--- src/rtl/alu_pkg.sv ---
// Shared opcode encodings and helper types for the ALU and its decoder.
package alu_pkg;

    typedef logic [4:0] opcode_t;

    localparam opcode_t OP_ADD   = 5'b00000;
    localparam opcode_t OP_INC   = 5'b00001;
    localparam opcode_t OP_SUB   = 5'b00010;
    localparam opcode_t OP_MUL   = 5'b00011;
    localparam opcode_t OP_DEC   = 5'b00100;
    localparam opcode_t OP_NEG   = 5'b00101;
    localparam opcode_t OP_SLT   = 5'b00110;
    localparam opcode_t OP_SLTU  = 5'b00111;
    localparam opcode_t OP_SLL   = 5'b01000;
    localparam opcode_t OP_SRL   = 5'b01001;
    localparam opcode_t OP_SRA   = 5'b01010;
    localparam opcode_t OP_AND   = 5'b01011;
    localparam opcode_t OP_OR    = 5'b01100;
    localparam opcode_t OP_XOR   = 5'b01101;
    localparam opcode_t OP_NOR   = 5'b01110;
    localparam opcode_t OP_XNOR  = 5'b01111;
    localparam opcode_t OP_NOT   = 5'b10000;
    localparam opcode_t OP_PASSA = 5'b10001;
    localparam opcode_t OP_PASSB = 5'b10010;

    typedef enum logic [1:0] {
        SH_LL = 2'd0,
        SH_RL = 2'd1,
        SH_RA = 2'd2
    } shift_mode_t;

    function automatic logic is_shift(input opcode_t op);
        return (op == OP_SLL) || (op == OP_SRL) || (op == OP_SRA);
    endfunction

endpackage

--- src/rtl/alu_if.sv ---
// Operand/opcode bus between the register-file read side and the ALU.
interface alu_if #(
    parameter int WIDTH = 32
);
    alu_pkg::opcode_t   opcode;
    logic [WIDTH-1:0]   a;
    logic [WIDTH-1:0]   b;
    logic               enable;
    logic [WIDTH-1:0]   out;

    modport master (
        output opcode,
        output a,
        output b,
        output enable,
        input  out
    );

    modport slave (
        input  opcode,
        input  a,
        input  b,
        input  enable,
        output out
    );
endinterface

--- src/rtl/alu_shifter.sv ---
// Logarithmic barrel shifter for SLL/SRL/SRA; left shifts reuse the right-shift
// stages by bit-reversing the operand on the way in and out.
module alu_shifter
    import alu_pkg::*;
#(
    parameter int WIDTH = 32,
    localparam int SHW  = $clog2(WIDTH)
) (
    input  shift_mode_t      mode,
    input  logic [WIDTH-1:0] a,
    input  logic [SHW-1:0]   shamt,
    output logic [WIDTH-1:0] y
);

    function automatic logic [WIDTH-1:0] bit_reverse(input logic [WIDTH-1:0] v);
        logic [WIDTH-1:0] r;
        for (int i = 0; i < WIDTH; i++) begin
            r[i] = v[WIDTH-1-i];
        end
        return r;
    endfunction

    logic             fill;
    logic [WIDTH-1:0] src;
    logic [WIDTH-1:0] shifted;

    always_comb begin
        src     = (mode == SH_LL) ? bit_reverse(a) : a;
        fill    = (mode == SH_RA) && a[WIDTH-1];
        shifted = src;
        // Each stage shifts by a power of two and back-fills with the sign for SRA.
        for (int k = 0; k < SHW; k++) begin
            if (shamt[k]) begin
                shifted = (shifted >> (1 << k))
                        | (fill ? ~({WIDTH{1'b1}} >> (1 << k)) : '0);
            end
        end
        y = (mode == SH_LL) ? bit_reverse(shifted) : shifted;
    end

endmodule

--- src/rtl/alu_core.sv ---
// Registered-output 32-bit ALU: combinational compute from opcode/a/b,
// captured into out on enabled rising edges.
module alu_core
    import alu_pkg::*;
#(
    parameter int WIDTH = 32
) (
    input  logic  clk,
    input  logic  rst_n,
    alu_if.slave  bus
);

    localparam int SHW = $clog2(WIDTH);

    logic signed [WIDTH-1:0] a_s;
    logic signed [WIDTH-1:0] b_s;
    logic                    lt_s;
    logic                    lt_u;
    shift_mode_t             sh_mode;
    logic [WIDTH-1:0]        sh_y;
    logic [WIDTH-1:0]        result_p0;

    assign a_s  = bus.a;
    assign b_s  = bus.b;
    assign lt_s = a_s < b_s;
    assign lt_u = bus.a < bus.b;

    always_comb begin
        sh_mode = SH_LL;
        case (bus.opcode)
            OP_SRL:  sh_mode = SH_RL;
            OP_SRA:  sh_mode = SH_RA;
            default: sh_mode = SH_LL;
        endcase
    end

    alu_shifter #(
        .WIDTH (WIDTH)
    ) u_shifter (
        .mode  (sh_mode),
        .a     (bus.a),
        .shamt (bus.b[SHW-1:0]),
        .y     (sh_y)
    );

    // Stage p0: combinational result; all arithmetic wraps modulo 2^WIDTH.
    always_comb begin
        result_p0 = '0;
        case (bus.opcode)
            OP_ADD:   result_p0 = bus.a + bus.b;
            OP_INC:   result_p0 = bus.a + WIDTH'(1);
            OP_SUB:   result_p0 = bus.a - bus.b;
            OP_MUL:   result_p0 = bus.a * bus.b;
            OP_DEC:   result_p0 = bus.a - WIDTH'(1);
            OP_NEG:   result_p0 = '0 - bus.a;
            OP_SLT:   result_p0 = {{(WIDTH-1){1'b0}}, lt_s};
            OP_SLTU:  result_p0 = {{(WIDTH-1){1'b0}}, lt_u};
            OP_SLL,
            OP_SRL,
            OP_SRA:   result_p0 = sh_y;
            OP_AND:   result_p0 = bus.a & bus.b;
            OP_OR:    result_p0 = bus.a | bus.b;
            OP_XOR:   result_p0 = bus.a ^ bus.b;
            OP_NOR:   result_p0 = ~(bus.a | bus.b);
            OP_XNOR:  result_p0 = ~(bus.a ^ bus.b);
            OP_NOT:   result_p0 = ~bus.a;
            OP_PASSA: result_p0 = bus.a;
            OP_PASSB: result_p0 = bus.b;
            default:  result_p0 = '0;
        endcase
    end

    // Stage p1: output register; reset clears it asynchronously.
    always_ff @(posedge clk or negedge rst_n) begin
        if (!rst_n) begin
            bus.out <= '0;
        end else if (bus.enable) begin
            bus.out <= result_p0;
        end
    end

endmodule

--- src/flat_wrapper.sv ---
// flat-port wrapper written by rule: the top's interface ports become plain ports
module alu_core_flat import alu_pkg::*;
#(
    parameter int WIDTH = 32
)
  (clk, rst_n, bus_opcode, bus_a, bus_b, bus_enable, bus_out);
  alu_if #(.WIDTH(WIDTH)) bus_i ();
  input  logic clk;
  input  logic rst_n;
  input wire logic [$bits(bus_i.opcode)-1:0] bus_opcode;
  input wire logic [$bits(bus_i.a)-1:0] bus_a;
  input wire logic [$bits(bus_i.b)-1:0] bus_b;
  input wire logic [$bits(bus_i.enable)-1:0] bus_enable;
  output wire logic [$bits(bus_i.out)-1:0] bus_out;
  assign bus_i.opcode = bus_opcode;
  assign bus_i.a = bus_a;
  assign bus_i.b = bus_b;
  assign bus_i.enable = bus_enable;
  assign bus_out = bus_i.out;
  alu_core #(.WIDTH(WIDTH)) u_core (.clk(clk), .rst_n(rst_n), .bus(bus_i));
endmodule
--- config.mk ---
export PLATFORM = sky130hd
export DESIGN_NAME = alu_core_flat
export DESIGN_NICKNAME = d
export VERILOG_FILES = /design/src/rtl/alu_pkg.sv /design/src/rtl/alu_if.sv /design/src/rtl/alu_shifter.sv /design/src/rtl/alu_core.sv /design/src/flat_wrapper.sv
export SDC_FILE = /design/constraint.sdc
export NUM_CORES = 2
export LEC_CHECK = 0
export BUFFER_PORTS_ARGS = -buffer_cell sky130_fd_sc_hd__buf_2
export CORE_MARGIN = 2
export CORE_UTILIZATION = 40
export CTS_CLUSTER_SIZE = 30
export DETAILED_ROUTE_END_ITERATION = 10
export GPL_TIMING_DRIVEN = 0
export HOLD_SLACK_MARGIN = 0.1
export PLACE_DENSITY = 0.67
export SLEW_MARGIN = 25
export SYNTH_ARGS = -nofsm -noshare
export SYNTH_HDL_FRONTEND = slang
export SYNTH_SLANG_ARGS = --single-unit
export TNS_END_PERCENT = 1
--- constraint.sdc ---
create_clock -name clk -period 1.9 [get_ports clk]
set_clock_uncertainty 0.2 [all_clocks]
set_input_delay 0.19 -clock clk [delete_from_list [all_inputs] [get_ports clk]]
set_output_delay 0.19 -clock clk [all_outputs]
set_load 0.01 [all_outputs]
==> results.yml <==
global_routing:
  grt_overflow: 0
  grt_start_max_net_pins: 33
  grt.total_usage_pct: 47.8
  antenna_found_initial: 5
  grt_pass1_vias: 28200
  grt_pass1_wl_mm: 223
sta:
  hold_slack_ns: 0.152
  rsz0062_at_grt: "yes"
  relSlewSlack_pct: 16.8
  hold_viol: 0
  fin_setup_tns_ns: -148.79
  drv_slew: 0
  min_period_over_period_pct: 404
  setup_slack_ns: -5.77
  tightest_slew_ns: 1.25
  period_needed_ns: 7.67
  finalSetupViolations: 32
  clock.fmax_ghz: 0.130
route:
  vias_per_cell: 6.39
  wl_mm: 166
  wl_per_cell_microns: 37.4
  dr_total_vias: 28300
  antenna_left: 0
  drt_iter0_drc: 3567
  first_pass_iters: 7
  drc: 0
critical_path:
  cp_top_family: "adder cells"
  critPathLaunchType: "input port"
  cp-end-kind: "flop"
  path_buf_inv: 10
  cp_max_fo: 5
  required_ns: 1.87
  critPathArrivalTime_ns: 7.64
  worstSetupPathType: "in2reg"
  slowest_stage: "mux2i_1"
  crit_path_max_incr_delay_ns: 0.68
placed_design:
  gp_congestion: 1.05
  place_inst: 4343
  port_buffers: 100
  place_hpwl_mm: 133
  placed_cell_area_sq_mm: 0.0285
finish:
  largest_reg_flops: 32
  postLayoutCellArea_sq_mm: 0.0314
  drive_gt1_share_pct: 16.6
  regArea_sq_um: 801
  area_growth_pct: 18.1
  final_cells: 4431
  multi_input_area_sq_mm: 0.0243
  finalNetCount: 4294
  largest-register: "u_core.bus.out"
  reg.largest.list: "u_core.bus.out (32)"
  fillerInstances: 6557
die:
  core_region_area_sq_mm: 0.0657
  ios: 104
  num_rows: 94
  die_w_microns: 262
  fp.dieH_microns: 262
  die_area_sq_mm: 0.0686
  start_util_pct: 40.5
synthesis:
  synth_mux_area_share_pct: 3.87
  synthFlopType: "dfrtp_1"
  synth_top_family_by_area: "adder cells"
  synthXorXnorAreaFrac_pct: 7.08
  synth_compound_area_share_pct: 15.6
  ys_async_sr_fraction_pct: 100
  synth_edf_count: 0
  yosysUniqueCellTypes: 89
  synth.yosys.seq_area_share_pct: 3.01
  post_synth_inst_count: 3375
  avgSynthCellArea_sq_um: 7.88
  synth_nets: 4109
  yosysWarnings: 0
  synthesis.area_sq_mm: 0.0266
  yosys.area_share.adder_pct: 42.7
  synthSimpleGateAreaFrac_pct: 17.7
  synth_seq_cells: 32
cts:
  h-tree-depth: 2
  clock_path_buffers: 2
  clock_latency_ns: 0.31
  cts_tree: "built"
  numClockSinks: 32
  cts_root_buffer: "clkbuf_16"
  cts_buffers: 5
  clk_pin_slew_worst_paths_ns: 0.08
hold_path:
  hp-class: "in2reg"
flow_run:
  maxCapViolCount: 0
status:
  failed_checks: "negative setup slack"
  status: "finished with violations"
cell type report:
type                            count  share of cell area (%)
Inverter                          477                    6.11
Clock inverter                      1                  0.0955
Clock buffer                        7                   0.486
Antenna cell                        6                  0.0478
Buffer                            212                    5.91
Timing Repair Buffer              179                    4.07
Multi-Input combinational cell   2653                    77.3
Tap cell                          864                    3.44
Sequential cell                    32                    2.55
routing by layer:
metal | share of wire, % | GRT usage, % | wire, microns | vias up
li1 | - | - | - | 11500
met1 | 37 | 58.7 | 61400 | 14200
met2 | 42 | 71.0 | 68900 | 2121
met3 | 12 | 14.2 | 20200 | 545
met4 | 9.1 | 35.3 | 15100 | 0
met5 | 0 | 0 | 0 | -
cells by family (layout without fill, tap and decap cells):
group           Yosys count  count (layout)
buf+inv                 690             876
xor+xnor                212             212
flops                    32              32
fa+ha+maj               662             662
mux                      66              66
simple gates           1087            1087
other cells               0               6
compound gates          626             626
worst paths after layout:
| kind | start | to | slack, ns | depth (start not counted) |
|---|---|---|---|---|
| worst max-delay path | bus_b[7] | u_core.bus.out[19] | -5.77 | 29 |
| worst min-delay path | bus_enable | u_core.bus.out[23] | 0.15 | 3 |
| worst max register to register | u_core.bus.out[20] | u_core.bus.out[20] | -0.69 | 6 |
| worst min register to register | u_core.bus.out[1] | u_core.bus.out[1] | 0.29 | 1 |
| max in group asynchronous | rst_n | u_core.bus.out[10] | 0.55 | 2 |
| min in group asynchronous | rst_n | u_core.bus.out[24] | 0.36 | 2 |
tightest hold or removal path: cells and delay by family:
| family | cells | cell delay (ns) |
|---|---|---|
| and+or+nand+nor | 1 | 0.09 |
| buffers and inverters | 1 | 0.10 |
| AOI/OAI and AO/OA | 1 | 0.21 |
synth_stat cells, types with 18 or more instances:
cell,n,area (sq um)
xnor2_1,167,1460
nand2_1,345,1290
nor2b_1,31,194
buf_1,33,124
ha_1,252,3150
nand3_1,38,190
nand2b_1,36,225
mux4_2,27,608
mux2i_1,20,200
fa_1,410,8210
nor4_1,18,113
o21ai_0,152,761
a211oi_1,33,248
a21oi_1,139,696
a22oi_1,37,278
clkinv_1,19,71.3
nor3_1,56,280
inv_1,454,1700
o211ai_1,23,173
xor2_1,43,377
dfrtp_1,32,801
a221oi_1,42,368
nor2_1,461,1730
a31oi_1,26,163
clkbuf_1,162,608
metrics by stage:
step           util [%]  worst slack [ns]
5_1_grt            47.8             -5.90
4_1_cts            47.1             -5.65
2_1_floorplan         -             -5.32
3_5_place_dp       43.4             -8.23
6_report           47.8             -5.77
3_3_place_gp       43.2             -8.37
cells in the final DEF, fill, tap and decap left out, drive strengths merged, types with 19 or more instances in the layout:
master / instances
buf: 231
mux2: 19
a22oi: 37
inv: 448
clkbuf: 164
a21oi: 140
a221oi: 43
nor2b: 31
nand2b: 36
clkinv: 19
o21ai: 154
o211ai: 24
nor2: 462
a211oi: 33
nand3: 38
nor4: 19
mux2i: 20
nand2: 346
ha: 252
mux4: 27
xor2: 44
dfrtp: 32
xnor2: 168
a31oi: 27
nor3: 56
fa: 410
repair_timing:
action | 4_1_cts | 5_1_grt
resized for setup | 456 | 90
cloned | 2 | 0
endpoints found under the hold margin | 32 | 0
setup endpoints to repair | 32 | 32
buffers inserted | 62 | 10
hold buffers | 1 | 0
pin swaps | 64 | 38
Power is left out: the tool's default activity adds up to more than one toggle a clock period on the data nets, which glitch-free logic cannot reach.
